<file path="src/rtl/if_fetch.sv">
// rtl/if_fetch.sv - instruction fetch: one-outstanding imem request FSM, fetch queue, IF/ID register
// Optional IF_FETCH_BYPASS_EN: a response meeting an empty, unstalled queue goes straight into IF/ID.
module if_fetch #(
  parameter int          QDEPTH = 2,
  parameter logic [31:0] NOP    = 32'h00000013
) (
  input  logic        clk,
  input  logic        rst_n,
  input  logic [31:0] pc_in,
  input  logic        stall,
  input  logic        flush,
  input  logic        ctrl_resolve,
  output logic        imem_req,
  output logic [31:0] imem_addr,
  input  logic        imem_gnt,
  input  logic        imem_rvalid,
  input  logic [31:0] imem_rdata,
  output logic        pc_write,
  output logic [31:0] cur_inst,
  output logic        ifid_valid,
  output logic [31:0] ifid_pc,
  output logic [31:0] ifid_inst
);
  localparam int AW = (QDEPTH > 1) ? $clog2(QDEPTH) : 1;
  localparam int CW = $clog2(QDEPTH + 1);
  localparam logic [CW-1:0] QFULL = CW'(QDEPTH);

  typedef enum logic [1:0] {S_IDLE, S_WAIT, S_DRAIN} state_t;
  state_t state, state_nxt;

  logic [31:0]   req_pc;
  logic          hold;
  logic [31:0]   q_pc   [QDEPTH];
  logic [31:0]   q_inst [QDEPTH];
  logic [AW-1:0] wr_ptr, rd_ptr;
  logic [CW-1:0] count;
  logic          q_empty, q_full;
  logic          deliver, bypass, push, pop, is_ctrl;
  logic [6:0]    opcode;

  assign q_empty   = (count == '0);
  assign q_full    = (count == QFULL);
  assign imem_addr = pc_in;
  assign pc_write  = imem_req & imem_gnt;

  // A response that lands together with a flush is dropped, never delivered.
  assign deliver = (state == S_WAIT) & imem_rvalid & ~flush;
  assign opcode  = imem_rdata[6:0];
  assign is_ctrl = (opcode == 7'b1101111) | (opcode == 7'b1100111) | (opcode == 7'b1100011);

`ifdef IF_FETCH_BYPASS_EN
  assign bypass = deliver & q_empty & ~stall;
`else
  assign bypass = 1'b0;
`endif

  assign push = deliver & ~bypass;
  assign pop  = ~flush & ~stall & ~q_empty;

  always_comb begin
    state_nxt = state;
    imem_req  = 1'b0;
    case (state)
      S_IDLE: begin
        imem_req = rst_n & ~q_full & ~hold & ~flush;
        if (imem_req && imem_gnt) state_nxt = S_WAIT;
      end
      S_WAIT: begin
        if (imem_rvalid)  state_nxt = S_IDLE;
        else if (flush)   state_nxt = S_DRAIN;
      end
      S_DRAIN: begin
        if (imem_rvalid)  state_nxt = S_IDLE;
      end
      default: state_nxt = S_IDLE;
    endcase
  end

  always_ff @(posedge clk) begin
    if (push) begin
      q_pc[wr_ptr]   <= req_pc;
      q_inst[wr_ptr] <= imem_rdata;
    end
  end

  always_ff @(posedge clk or negedge rst_n) begin
    if (!rst_n) begin
      state      <= S_IDLE;
      req_pc     <= '0;
      hold       <= 1'b0;
      cur_inst   <= NOP;
      wr_ptr     <= '0;
      rd_ptr     <= '0;
      count      <= '0;
      ifid_valid <= 1'b0;
      ifid_pc    <= '0;
      ifid_inst  <= NOP;
    end else begin
      state <= state_nxt;
      if (pc_write) req_pc <= imem_addr;

      // Control transfers park fetch until the later stage resolves or redirects.
      if (flush || ctrl_resolve)  hold <= 1'b0;
      else if (deliver && is_ctrl) hold <= 1'b1;

      if (flush)        cur_inst <= NOP;
      else if (deliver) cur_inst <= imem_rdata;

      if (flush) begin
        wr_ptr <= '0;
        rd_ptr <= '0;
        count  <= '0;
      end else begin
        if (push) wr_ptr <= wr_ptr + 1'b1;
        if (pop)  rd_ptr <= rd_ptr + 1'b1;
        if (push && !pop)      count <= count + CW'(1);
        else if (pop && !push) count <= count - CW'(1);
      end

      if (flush) begin
        ifid_valid <= 1'b0;
        ifid_inst  <= NOP;
      end else if (!stall) begin
        if (!q_empty) begin
          ifid_valid <= 1'b1;
          ifid_pc    <= q_pc[rd_ptr];
          ifid_inst  <= q_inst[rd_ptr];
        end else if (bypass) begin
          ifid_valid <= 1'b1;
          ifid_pc    <= req_pc;
          ifid_inst  <= imem_rdata;
        end else begin
          ifid_valid <= 1'b0;
          ifid_inst  <= NOP;
        end
      end
    end
  end
endmodule

</file>
<file path="config.mk">
export PLATFORM = sky130hd
export DESIGN_NAME = if_fetch
export DESIGN_NICKNAME = d
export VERILOG_FILES = /design/src/rtl/if_fetch.sv
export SDC_FILE = /design/constraint.sdc
export NUM_CORES = 1
export LEC_CHECK = 0
export CAP_MARGIN = 10
export CORE_UTILIZATION = 25
export CTS_BUF_LIST = sky130_fd_sc_hd__clkbuf_4
export DETAILED_ROUTE_END_ITERATION = 8
export SETUP_SLACK_MARGIN = 0.3
export SYNTH_ARGS = -nofsm -noshare
export SYNTH_HDL_FRONTEND = slang
export SYNTH_SLANG_ARGS = --single-unit
</file>
<file path="constraint.sdc">
create_clock -name clk -period 3.9 [get_ports clk]
set_input_delay 0.585 -clock clk [delete_from_list [all_inputs] [get_ports clk]]
set_output_delay 0.585 -clock clk [all_outputs]
set_load 0.01 [all_outputs]
</file>
# Word-level counts from Yosys, hierarchy flattened
# Memories as Yosys holds them, arrays and structs flattened. A register that Yosys moved wholly into a read port is not among the register bits.
# Cells that the tools add are included.
# Widths: inputs -> output; s select.
[classes]
n_addsub = 4
n_eq_ne = 10
muxes = 25
bitwise_logic = 15
reduce_logical = 16
[ops]
columns = ["operator", "n"]
rows = [
  ["$mux 32", 5],
  ["$eq 7x7->1 const B", 3],
  ["$mux 2", 7],
  ["$mux 1", 12],
  ["$and 1x1->1", 8],
  ["$pmux 2 s3", 1],
  ["$reduce_and 3->1", 2],
  ["$reduce_bool 2->1", 3],
  ["$not 1->1", 5],
  ["$eq 2x2->1 const B", 2],
  ["$logic_and 1x1->1", 4],
  ["$logic_not 2->1", 2],
  ["$ne 2x2->1 const B", 2],
  ["$logic_not 1->1", 3],
  ["$ne 3x3->1 const B", 1],
  ["$reduce_bool 3->1", 1],
  ["$add 1x1->1 const B", 2],
  ["$add 2x1->2 const B", 1],
  ["$eq 2x1->1 const B", 1],
  ["$ne 2x1->1 const B", 1],
  ["$or 1x1->1", 2],
  ["$sub 2x1->2 const B", 1],
  ["$logic_or 1x1->1", 1],
]
[totals]
regBits = 104
mem_bits_rw = 128
word_cells = 81
memories = 2
[memory_table]
columns = ["name", "words", "width", "rd", "rd_clocked_by_memory_dff", "wr", "line", "rtl"]
rows = [
  ["q_inst", 2, 32, 1, 0, 1, "34", "logic [31:0] q_inst [QDEPTH];"],
  ["q_pc", 2, 32, 1, 1, 1, "33", "logic [31:0] q_pc [QDEPTH];"],
]

# Logic depth before layout (Yosys ltp)
[depth]
word_depth = 8
mapped_depth = 5
ltp_nobuf = 3

# Worst setup path after synthesis
# Ideal clock, no wire load.
[synth_path]
path_type = "input to register"
startpoint = "input flush"
endpoint = "memory q_inst[0][0], enable pin"
t_arrival_ps = 3686
t_required_ps = 3414
setup_slack_ps = -272
cell_stages = 4
n_path_buf = 1
cell_sequence = "clkbuf_1 inv_1 nand2_1 nor2_1"
[synth_via]
elab_chain_cells = 4
[synth_rtl]
columns = ["item", "line", "rtl"]
rows = [
  ["from (decl)", "11", "input logic flush,"],
  ["$not 1->1 (no line)", "n/a", ""],
  ["$and 1x1->1", "47", "assign deliver = (state == S_WAIT) & imem_rvalid & ~flush;"],
  ["$mux 1", "80", "if (push) begin"],
  ["$mux 1 (not written as such)", "82", "q_inst[wr_ptr] <= imem_rdata;"],
  ["to (decl)", "34", ""],
]
# Every way passes these cells.

# Final worst setup path
[layout_path]
startpoint = "input rst_n"
endpoint = "output imem_req"
[layout_via]
elab_chain_cells = 4
[layout_rtl]
columns = ["item", "line", "rtl"]
rows = [
  ["from (decl)", "8", "input logic rst_n,"],
  ["$and 1x1->1 (3 in a row)", "65", "imem_req = rst_n & ~q_full & ~hold & ~flush;"],
  ["$mux 1", "63", "case (state)"],
  ["to (decl)", "13", "output logic imem_req,"],
]
# Every way passes these cells.

==> out/metrics.csv <==
metric,value,unit
status,"complete, no violations",
GRT Total Usage,11.6,%
Min Hold Slack,0.294,ns
"Seq/Total Area, Yosys",71.6,%
Final Cycle Share,83.8,%
CTS sink cnt,264,
CTS tree,done,
footprint of the multi-input gates,0.00249,mm2
#FFs+latches synth,264,
Sw Pwr,1.53,mW
Post-Syn Instances,656,
Storage cell area,0.00726,mm2
CTS root buf,clkbuf_4,
Max Cap Violations,0,
Resized cells post-CTS,0,
vias in the first global route,6541,
# IOs,202,
Fill cells,3979,
final hold vios,0,
grt ovf,0,
Worst Hold Class,input port to asynchronous set/reset pin,
Num CTS Buffers,74,
max-slew violation count,0,
fraction of layout cells with a size suffix above 1,26.0,%
worst-path maximum fanout,21,
largest net degree at the start of global routing,62,
clock slew at reported path FFs,0.08,ns
DIE AREA,0.0413,mm2
Clock power frac,39.6,%
Netlist Area Pre-Place,0.0101,mm2
Power Density,479,mW/mm2
Clock Path Buffers,3,
DR pass1 iterations,6,
Antenna Cells,0,
relative slew slack,30.0,%
wire length per cell,16.0,um
die width,203,um
Sw Ratio,23.5,%
port buffer count,201,
Seq pwr share,50.5,%
core area,0.0398,mm2
endpoints failing setup,0,
number of H-tree levels,3,
post-route ant nets,0,
VDD IR max,176,uV
Synth cell types,37,
RSZ-0062 raised after global routing,false,
post-placement cell count,1332,
# DRC,0,
drt via density,4.12,
"Net Count, Synth",727,
Leak,5.22,nW
Initial Util,25.4,%
P&R area growth vs syn,33.4,%
Die Y,203,um
routed vias,6047,
Worst Path Arrival,2.68,ns
clk_skew,0.0242,ns
Worst-Skew Late Latency,0.68,ns
non-filler cells in the finished layout,1468,
most frequent cells in the layout,"clkdlybuf4s50_1 (199), dfrtp_1 (129), edfxtp_1 (128)",
measured slew at the worst slew-check pin,1.05,ns
"commonest non-fill, non-tap cell in the layout",clkdlybuf4s50_1,
Setup Crit Path Kind,input port to output pin,
Internal,4.95,mW
Critical Path RT,3.31,ns
Avg Inst Size Synth,15.4,um2
setup TNS,0,ns
Critical Path Start Type,input port,
GP Congestion,0.720,
Std-Cell Rows,73,
global-route wire length before repair,36400,um
CP Capture Type,output pin,
iteration-0 DRC count of the detailed router,263,
initial antenna violation count,0,
Comb power frac,9.9,%
fmax,306,MHz
Period minus WS final,3.27,ns
Detailed Route WL,23500,um
detailed-placement wirelength estimate,15000,um
nets,955,
Yosys warning count,0,
[final timing paths]
| check | slack [ns] | cells after the start | start | to |
|---|---|---|---|---|
| worst max-delay path | 0.63 | 6 | rst_n | imem_req |
| worst min-delay path | 0.29 | 2 | rst_n | ifid_pc[10] |
| worst max register to register | 1.74 | 3 | state[1] | q_pc[1][30] |
| worst min register to register | 0.47 | 0 | req_pc[12] | q_pc[0][12] |
| max in group asynchronous | 2.41 | 3 | rst_n | rd_ptr |
| min in group clk | 0.37 | 2 | flush | wr_ptr |
[worst max-delay path, stage by stage]
cell             delay, ns
dlygate4sd3_1         0.54
buf_6                 0.23
nor4b_4               0.34
nand2_1               0.11
nor2_1                0.26
clkdlybuf4s50_1       0.60
[cell type report]
cell class | instances | area share, %
Tap cell | 525 | 4.86
Inverter | 4 | 0.111
Clock buffer | 116 | 6.44
Multi-Input combinational cell | 326 | 18.4
Sequential cell | 264 | 53.7
Clock inverter | 19 | 0.796
Timing Repair Buffer | 214 | 15.7
[repair_timing]
item | CTS | global route
endpoints found under the hold margin | 18 | 0
hold buffers | 1 | 0
setup endpoints to repair | 0 | 0
buffers inserted | 0 | 0
[cell usage after synthesis (all sizes together)]
cell | n | area, um2
o2111ai | 1 | 8.76
a32oi | 1 | 8.76
a21oi | 34 | 170
edfxtp | 128 | 3840
dfrtp | 130 | 3250
nand4b | 1 | 23.8
nand2b | 3 | 18.8
mux2 | 96 | 1190
and2 | 1 | 6.26
nor4b | 1 | 23.8
o211ai | 2 | 15.0
nor3b | 1 | 7.51
or3 | 1 | 6.26
clkbuf | 15 | 56.3
nand3 | 4 | 20.0
mux2i | 32 | 320
nor2b | 1 | 6.26
and3 | 1 | 6.26
o32ai | 1 | 8.76
and3b | 1 | 8.76
dfstp | 6 | 158
o31ai | 1 | 7.51
nand3b | 2 | 15.0
xnor2 | 1 | 8.76
o211a | 1 | 10.0
nor4bb | 1 | 10.0
nand2 | 97 | 364
buf | 47 | 345
o21ai | 31 | 155
inv | 4 | 15.0
nor3 | 1 | 10.0
nor2 | 9 | 33.8
[state kept, by name (all words and copies together), names as in the netlist, 2 cells and up]
register	count
count	2
cur_inst	32
ifid_inst	32
ifid_pc	32
q_inst	64
q_pc	64
req_pc	32
state	2
[metal layers]
metal	track usage, %	part of all wire (%)
met2	17.8	45
met1	15.0	46
met3	3.77	6.5
met5	0	0
met4	5.29	2.4
[metrics by stage]
step | total power, mW | utilization (%) | cell area [um2] | setup slack, ns
after detailed placement | 3.98 | 31.5 | 12500 | 1.07
after CTS | 6.62 | 33.9 | 13500 | 0.649
after global routing | 6.83 | 33.9 | 13500 | 0.581
after floorplan | 3.59 | - | 10100 | 0.797
after global placement | 3.96 | 31.5 | 12500 | 1.09
final | 6.48 | 33.9 | 13500 | 0.632
[cells by family after synthesis]
kind of cell	synth area share [%]
muxes	14.9
buffers and inverters	4.11
AOI/OAI and AO/OA	3.79
and+or+nand+nor	5.53
xor gates and xnor gates	0.0864
DFF	71.6
[power by group through the flow]
stage	logic, mW	registers (mW)	clock network (mW)
6_report	0.640	3.27	2.56
5_1_grt	0.690	3.30	2.84
4_1_cts	0.655	3.28	2.69
3_5_place_dp	0.649	3.33	0
3_3_place_gp	0.642	3.32	0
2_1_floorplan	0.279	3.31	0
Power figures use the tool's default switching activity.
